### src/rtl/sti_load_arbiter.sv
// sti_load_arbiter
// Two-requester arbiter and sequencer in front of the serial transmitter (STI).
// Commands from requesters A and B are accepted over valid/ready handshakes,
// issued to STI as a one-cycle load with the captured pi_* fields, and the
// serialization is tracked by counting so_valid cycles. When both requesters
// have delivered their last word and it has shifted out, pi_end pulses once
// and the block parks in FINISH until reset.
//
// Build option: define STI_ARB_FIXED_PRIO_EN to make A win every tie (fixed
// priority, no round-robin pointer). Undefined: ties alternate round-robin.
//
// Ports:
//   clk, reset                 clock (rising edge), async active-low reset
//   a_* / b_*                  requester command channels (valid/ready, data,
//                              length code, fill/msb/low mode bits, last)
//   load                       one-cycle load strobe to STI
//   pi_data/length/fill/msb/low captured command fields to STI
//   pi_end                     one-cycle end-of-stream pulse
//   so_valid                   STI serial-valid feedback
//   grant                      one-hot owner of current transfer {B,A}
//   busy                       high outside IDLE and FINISH
//   err_timeout, err_short     sticky error flags
//   xfer_cnt                   completed full-length transfers (wraps)
module sti_load_arbiter #(
  parameter int TIMEOUT = 15,
  parameter int TCNT_W  = 4
) (
  input  logic        clk,
  input  logic        reset,
  input  logic        a_valid,
  output logic        a_ready,
  input  logic [15:0] a_data,
  input  logic [1:0]  a_length,
  input  logic        a_fill,
  input  logic        a_msb,
  input  logic        a_low,
  input  logic        a_last,
  input  logic        b_valid,
  output logic        b_ready,
  input  logic [15:0] b_data,
  input  logic [1:0]  b_length,
  input  logic        b_fill,
  input  logic        b_msb,
  input  logic        b_low,
  input  logic        b_last,
  output logic        load,
  output logic [15:0] pi_data,
  output logic [1:0]  pi_length,
  output logic        pi_fill,
  output logic        pi_msb,
  output logic        pi_low,
  output logic        pi_end,
  input  logic        so_valid,
  output logic [1:0]  grant,
  output logic        busy,
  output logic        err_timeout,
  output logic        err_short,
  output logic [7:0]  xfer_cnt
);

  localparam logic [2:0] S_IDLE   = 3'd0;
  localparam logic [2:0] S_LOAD   = 3'd1;
  localparam logic [2:0] S_WAIT   = 3'd2;
  localparam logic [2:0] S_SHIFT  = 3'd3;
  localparam logic [2:0] S_GAP    = 3'd4;
  localparam logic [2:0] S_END    = 3'd5;
  localparam logic [2:0] S_FINISH = 3'd6;

  localparam logic [TCNT_W-1:0] TMO = TCNT_W'(TIMEOUT);

  logic [2:0]        state;
  logic              a_done, b_done;
  logic [TCNT_W-1:0] tcnt;
  logic [TCNT_W-1:0] tcnt_nxt;
  logic [5:0]        bcnt;
  logic [5:0]        bcnt_nxt;
  logic [5:0]        exp_bits;
  logic              a_el, b_el;
  logic              sel_a, sel_b;

  assign a_el = a_valid & ~a_done;
  assign b_el = b_valid & ~b_done;

`ifdef STI_ARB_FIXED_PRIO_EN
  assign sel_a = a_el;
`else
  // last_b=1 means B was granted most recently; resets to 1 so A wins the first tie.
  logic last_b;
  assign sel_a = a_el & (~b_el | last_b);
`endif
  assign sel_b = b_el & ~sel_a;

  always_comb begin
    a_ready = (state == S_IDLE) & sel_a;
    b_ready = (state == S_IDLE) & sel_b;
    load    = (state == S_LOAD);
    pi_end  = (state == S_END);
    busy    = (state != S_IDLE) & (state != S_FINISH);
  end

  // Expected bit count 8*(length+1); length 3 gives 32, which fits in 6 bits.
  assign exp_bits = {1'b0, pi_length, 3'b000} + 6'd8;
  assign bcnt_nxt = bcnt + 6'd1;
  assign tcnt_nxt = tcnt + 1'b1;

  always_ff @(posedge clk or negedge reset) begin
    if (!reset) begin
      state       <= S_IDLE;
      a_done      <= 1'b0;
      b_done      <= 1'b0;
      tcnt        <= '0;
      bcnt        <= '0;
      pi_data     <= '0;
      pi_length   <= '0;
      pi_fill     <= 1'b0;
      pi_msb      <= 1'b0;
      pi_low      <= 1'b0;
      grant       <= '0;
      err_timeout <= 1'b0;
      err_short   <= 1'b0;
      xfer_cnt    <= '0;
`ifndef STI_ARB_FIXED_PRIO_EN
      last_b      <= 1'b1;
`endif
    end else begin
      case (state)
        S_IDLE: begin
          if (a_ready | b_ready) begin
            pi_data   <= a_ready ? a_data   : b_data;
            pi_length <= a_ready ? a_length : b_length;
            pi_fill   <= a_ready ? a_fill   : b_fill;
            pi_msb    <= a_ready ? a_msb    : b_msb;
            pi_low    <= a_ready ? a_low    : b_low;
            grant     <= {b_ready, a_ready};
`ifndef STI_ARB_FIXED_PRIO_EN
            last_b    <= b_ready;
`endif
            // done is latched at the handshake, so aborted last commands still count
            if (a_ready & a_last) a_done <= 1'b1;
            if (b_ready & b_last) b_done <= 1'b1;
            state <= S_LOAD;
          end else if (a_done & b_done) begin
            state <= S_END;
          end
        end
        S_LOAD: begin
          tcnt  <= '0;
          state <= S_WAIT;
        end
        S_WAIT: begin
          if (so_valid) begin
            bcnt  <= 6'd1;
            state <= S_SHIFT;
          end else if (tcnt_nxt == TMO) begin
            err_timeout <= 1'b1;
            grant       <= '0;
            state       <= S_GAP;
          end else begin
            tcnt <= tcnt_nxt;
          end
        end
        S_SHIFT: begin
          if (so_valid) begin
            bcnt <= bcnt_nxt;
            if (bcnt_nxt == exp_bits) begin
              xfer_cnt <= xfer_cnt + 8'd1;
              grant    <= '0;
              state    <= S_GAP;
            end
          end else begin
            err_short <= 1'b1;
            grant     <= '0;
            state     <= S_GAP;
          end
        end
        S_GAP:    state <= (a_done & b_done) ? S_END : S_IDLE;
        S_END:    state <= S_FINISH;
        S_FINISH: state <= S_FINISH;
        default:  state <= S_IDLE;
      endcase
    end
  end

endmodule

### config.mk
export PLATFORM = sky130hd
export DESIGN_NAME = sti_load_arbiter
export DESIGN_NICKNAME = d
export VERILOG_FILES = /design/src/rtl/sti_load_arbiter.sv
export SDC_FILE = /design/constraint.sdc
export NUM_CORES = 1
export LEC_CHECK = 0
export ABC_AREA = 1
export CAP_MARGIN = 30
export CORE_ASPECT_RATIO = 1.1
export CORE_MARGIN = 10
export CORE_UTILIZATION = 40
export DETAILED_ROUTE_END_ITERATION = 6
export PLACE_DENSITY = 0.7
export SYNTH_ARGS = -nofsm -noshare
export SYNTH_HDL_FRONTEND = slang
export SYNTH_SLANG_ARGS = --single-unit
### constraint.sdc
create_clock -name clk -period 4.2 [get_ports clk]
set_input_delay 0.63 -clock clk [delete_from_list [all_inputs] [get_ports clk]]
set_output_delay 0.63 -clock clk [all_outputs]
set_load 0.01 [all_outputs]
==> key figures <==
GRT
  • Initial antenna violation count: 0
  • All-Layer GR Usage: a little over an eighth
  • Vias in the first global route: about 2400
  • Largest net degree at the start of global routing: 50
  • Gr ovfl total: 0
  • First-pass GRT wire length: 11400 um

Final layout
  • Most frequent cells in the layout: clkdlybuf4s50_1, nand2_1, dfrtp_1, nor2_1, o21ai_0
  • # diodes: 0
  • Share of cells above drive strength 1: under 10%
  • Commonest non-fill, non-tap cell in the layout: clkdlybuf4s50_1
  • FILL cells: 597
  • Layout Nets: between 400 and 500
  • Layout area overhead: 40.6%

Place
  • RePlAce Congestion: 0.847
  • Port buffer count: 86
  • Final HPWL DP: 5010 um

Setup path
  • Register-to-register setup slack: 2.04 ns
  • Crit-path slowest cell: clkdlybuf4s50_1
  • Critical path capture point type: output port
  • R2R cell count: 7
  • CP Launch Point: a_valid
  • Critical path launch point type: input pin
  • CP max stage delay: 0.62 ns
  • CP max FO: 24
  • CP dominant cell by count: clkdlybuf4s50_1
  • WS Path Type: input pin to output port
  • End of the worst register-to-register path: pi_data[10]$_DFFE_PN0P_
  • FF-to-FF Start: state[1]$_DFFE_PN0P_
  • Worst setup path end: a_ready
  • WP data required: 3.57 ns
  • WP data arrival: 2.54 ns
  • Critical path, cell by cell: clkdlybuf4s50_1, inv_1, nor2_1, nand3_2, buf_4, inv_2, clkdlybuf4s50_1

Clocking
  • Clock transition at the registers of the reported paths: 0.09 ns
  • Number of setup buffers added after CTS: 0
  • Worst-case clock buffer depth: 2
  • CTS tree: done
  • Total CTS buffers: 5
  • Depth of the CTS H-tree: 2
  • # hold bufs at CTS: 0
  • CTS resizes: 0
  • Sink Count: between 40 and 50
  • Worst-Skew Late Latency: 0.30 ns
  • CTS root buffer: clkbuf_8

STA
  • Final setup viols: 0
  • Tcrit/Tclk final: 75.4%
  • Final worst path period need: 3.17 ns
  • Final Hold Violating Endpoints: 0
  • RSZ-0062 raised after global routing: no
  • Worst Tran Pin Value: 0.730 ns
  • Setup_tns: 0 ns
  • Max-slew headroom: between 50% and 60%
  • Fin Hold WS: 0.408 ns
  • Max Clk Rate: 316 MHz
  • Clock Skew: 0.00698 ns
  • Max-slew violation count: 0

Die
  • Core Area: 6230 um2
  • Die ar.: 10100 um2
  • Chip width: 96.7 um
  • Starting Density: 41.5%
  • Die Y: roughly 100 um
  • Row cnt: 30
  • I/O Pins: 87

Detailed routing
  • Via count: 2367
  • 1st-iter DRT viols: 83
  • Drt drc: 0
  • DR pass1 iterations: 4
  • Via/cell ratio: 4.83
  • Wire per inst: ~13 um
  • Routed Antenna Nets: 0
  • DRT Wirelength: 6600 um

Synthesis
  • Syn Nets: 377
  • Count of cell types in the netlist: 29
  • Post-Synthesis Mean Instance Area: ~8 um2
  • Largest family of logic cells by synthesized area: simple AND/OR/NAND/NOR gates
  • Netlist Area Pre-Place: approximately 2600 um2
  • Synth warn: 0
  • Compound-cell area share of the yosys netlist: between 10% and 20%
  • Synthesized-area fraction occupied by adder cells: ~2.4%
  • Post-synthesis register bit count: 49
  • Post-synthesis simple-gate area fraction: 27.3%
  • Register area share after synthesis: a little under half
  • Post-Syn Instances: 323
  • XOR/XNOR share of the synthesized area: 2.71%
  • Multiplexer area fraction after synthesis: 0%

Worst hold path
  • Hold Crit Class: input pin to async pin

Power and ir drop
  • Total Power: between 0.9 and 1 mW
  • Worst VDD drop: 0.000138 V
  • Leakage power: between 1.5 and 2 nW
  • Power Density: 258 nW/um2

Status
  • Run status: complete, no violations

Run
  • Max-cap viol count: 0
## flip-flops by register name, indices dropped and copies added, names as in the netlist, 2 cells and up
signal / cells
pi_length: 2
state: 3
xfer_cnt: 8
tcnt: 4
grant: 2
pi_data: 16
bcnt: 6
## power by group
| group | total, mW | switching (mW) | internal (mW) |
|---|---|---|---|
| clock | 0.394 | 0.157 | 0.237 |
| combinational | 0.0671 | 0.0234 | 0.0437 |
| sequential | 0.477 | 0.00300 | 0.474 |
| total | 0.938 | 0.184 | 0.755 |
## critical path, delay by kind of cell
family                 cells  cell delay [ns]
AND/OR/NAND/NOR            2             0.26
buffers and inverters      5             1.64
## cell usage after synthesis
cell | count | share of area, %
nand2_1 | 76 | 11
dfrtp_1 | 48 | 46
nor2_1 | 39 | 5.7
o21ai_0 | 31 | 6.0
inv_1 | 27 | 3.9
a21oi_1 | 24 | 4.6
nand3_1 | 19 | 3.7
nand2_2 | 8 | 1.9
xnor2_1 | 6 | 2.0
ha_1 | 5 | 2.4
inv_2 | 4 | 0.58
nor3_1 | 4 | 0.77
o21ai_2 | 4 | 1.4
buf_4 | 3 | 0.87
clkbuf_1 | 3 | 0.44
nand3_2 | 3 | 1.2
o21bai_1 | 3 | 0.87
buf_2 | 2 | 0.39
nand4_1 | 2 | 0.48
nor2_2 | 2 | 0.48
xor2_1 | 2 | 0.68
a31oi_1 | 1 | 0.24
buf_6 | 1 | 0.44
clkinv_1 | 1 | 0.15
dfstp_2 | 1 | 1.0
nand4_4 | 1 | 0.82
nor2_4 | 1 | 0.44
nor2_8 | 1 | 0.77
o22ai_1 | 1 | 0.24
## metal layers
layer	track usage, %	up-vias	routed length, um
met2	21.5	65	3200
met4	2.85	0	56
met3	7.18	6	685
li1	-	1209	-
met1	14.6	1087	2660
met5	0	-	0
## layout make-up
cell class,count,area [um2],share of cell area [%]
multi-input cells,233,1180,32.5
clock inverters,3,65.1,1.79
inverters,32,120,3.30
clock buffers,5,68.8,1.89
repair buffers,88,871,24.0
flip-flops and latches,49,1230,33.8
well taps,80,100,2.75
## how the worst min path moves through the flow
stage	startpoint	to	slack, ns	cells after the start
global route	reset	xfer_cnt[6]$_DFFE_PN0P_	0.47	2
global placement	grant[1]$_DFFE_PN0P_	grant[1]$_DFFE_PN0P_	0.45	2
CTS	reset	pi_data[1]$_DFFE_PN0P_	0.44	2
detailed placement	grant[0]$_DFFE_PN0P_	grant[0]$_DFFE_PN0P_	0.46	2
floorplan	reset	a_done$_DFFE_PN0P_	0.33	0
finish	reset	xfer_cnt[6]$_DFFE_PN0P_	0.41	2
## metrics by stage
step,instance area [um2],worst slack (ns),util [%],cells
floorplan,2580,2.31,-,323
global placement,3500,1.03,56.2,482
detailed placement,3500,1.01,56.2,482
CTS,3630,1.01,58.3,490
global route,3630,0.879,58.3,490
finish,3630,1.03,58.3,490
## kinds of logic (layout without fill, tap and decap cells)
kind of cell	count (synthesis)	in the layout
and+or+nand+nor	156	156
AOI/OAI and AO/OA	64	64
DFF	49	49
buffers and inverters	41	128
xor gates and xnor gates	8	8
adders and majority gates	5	5
Note: power is estimated with default switching activity, not from simulation.
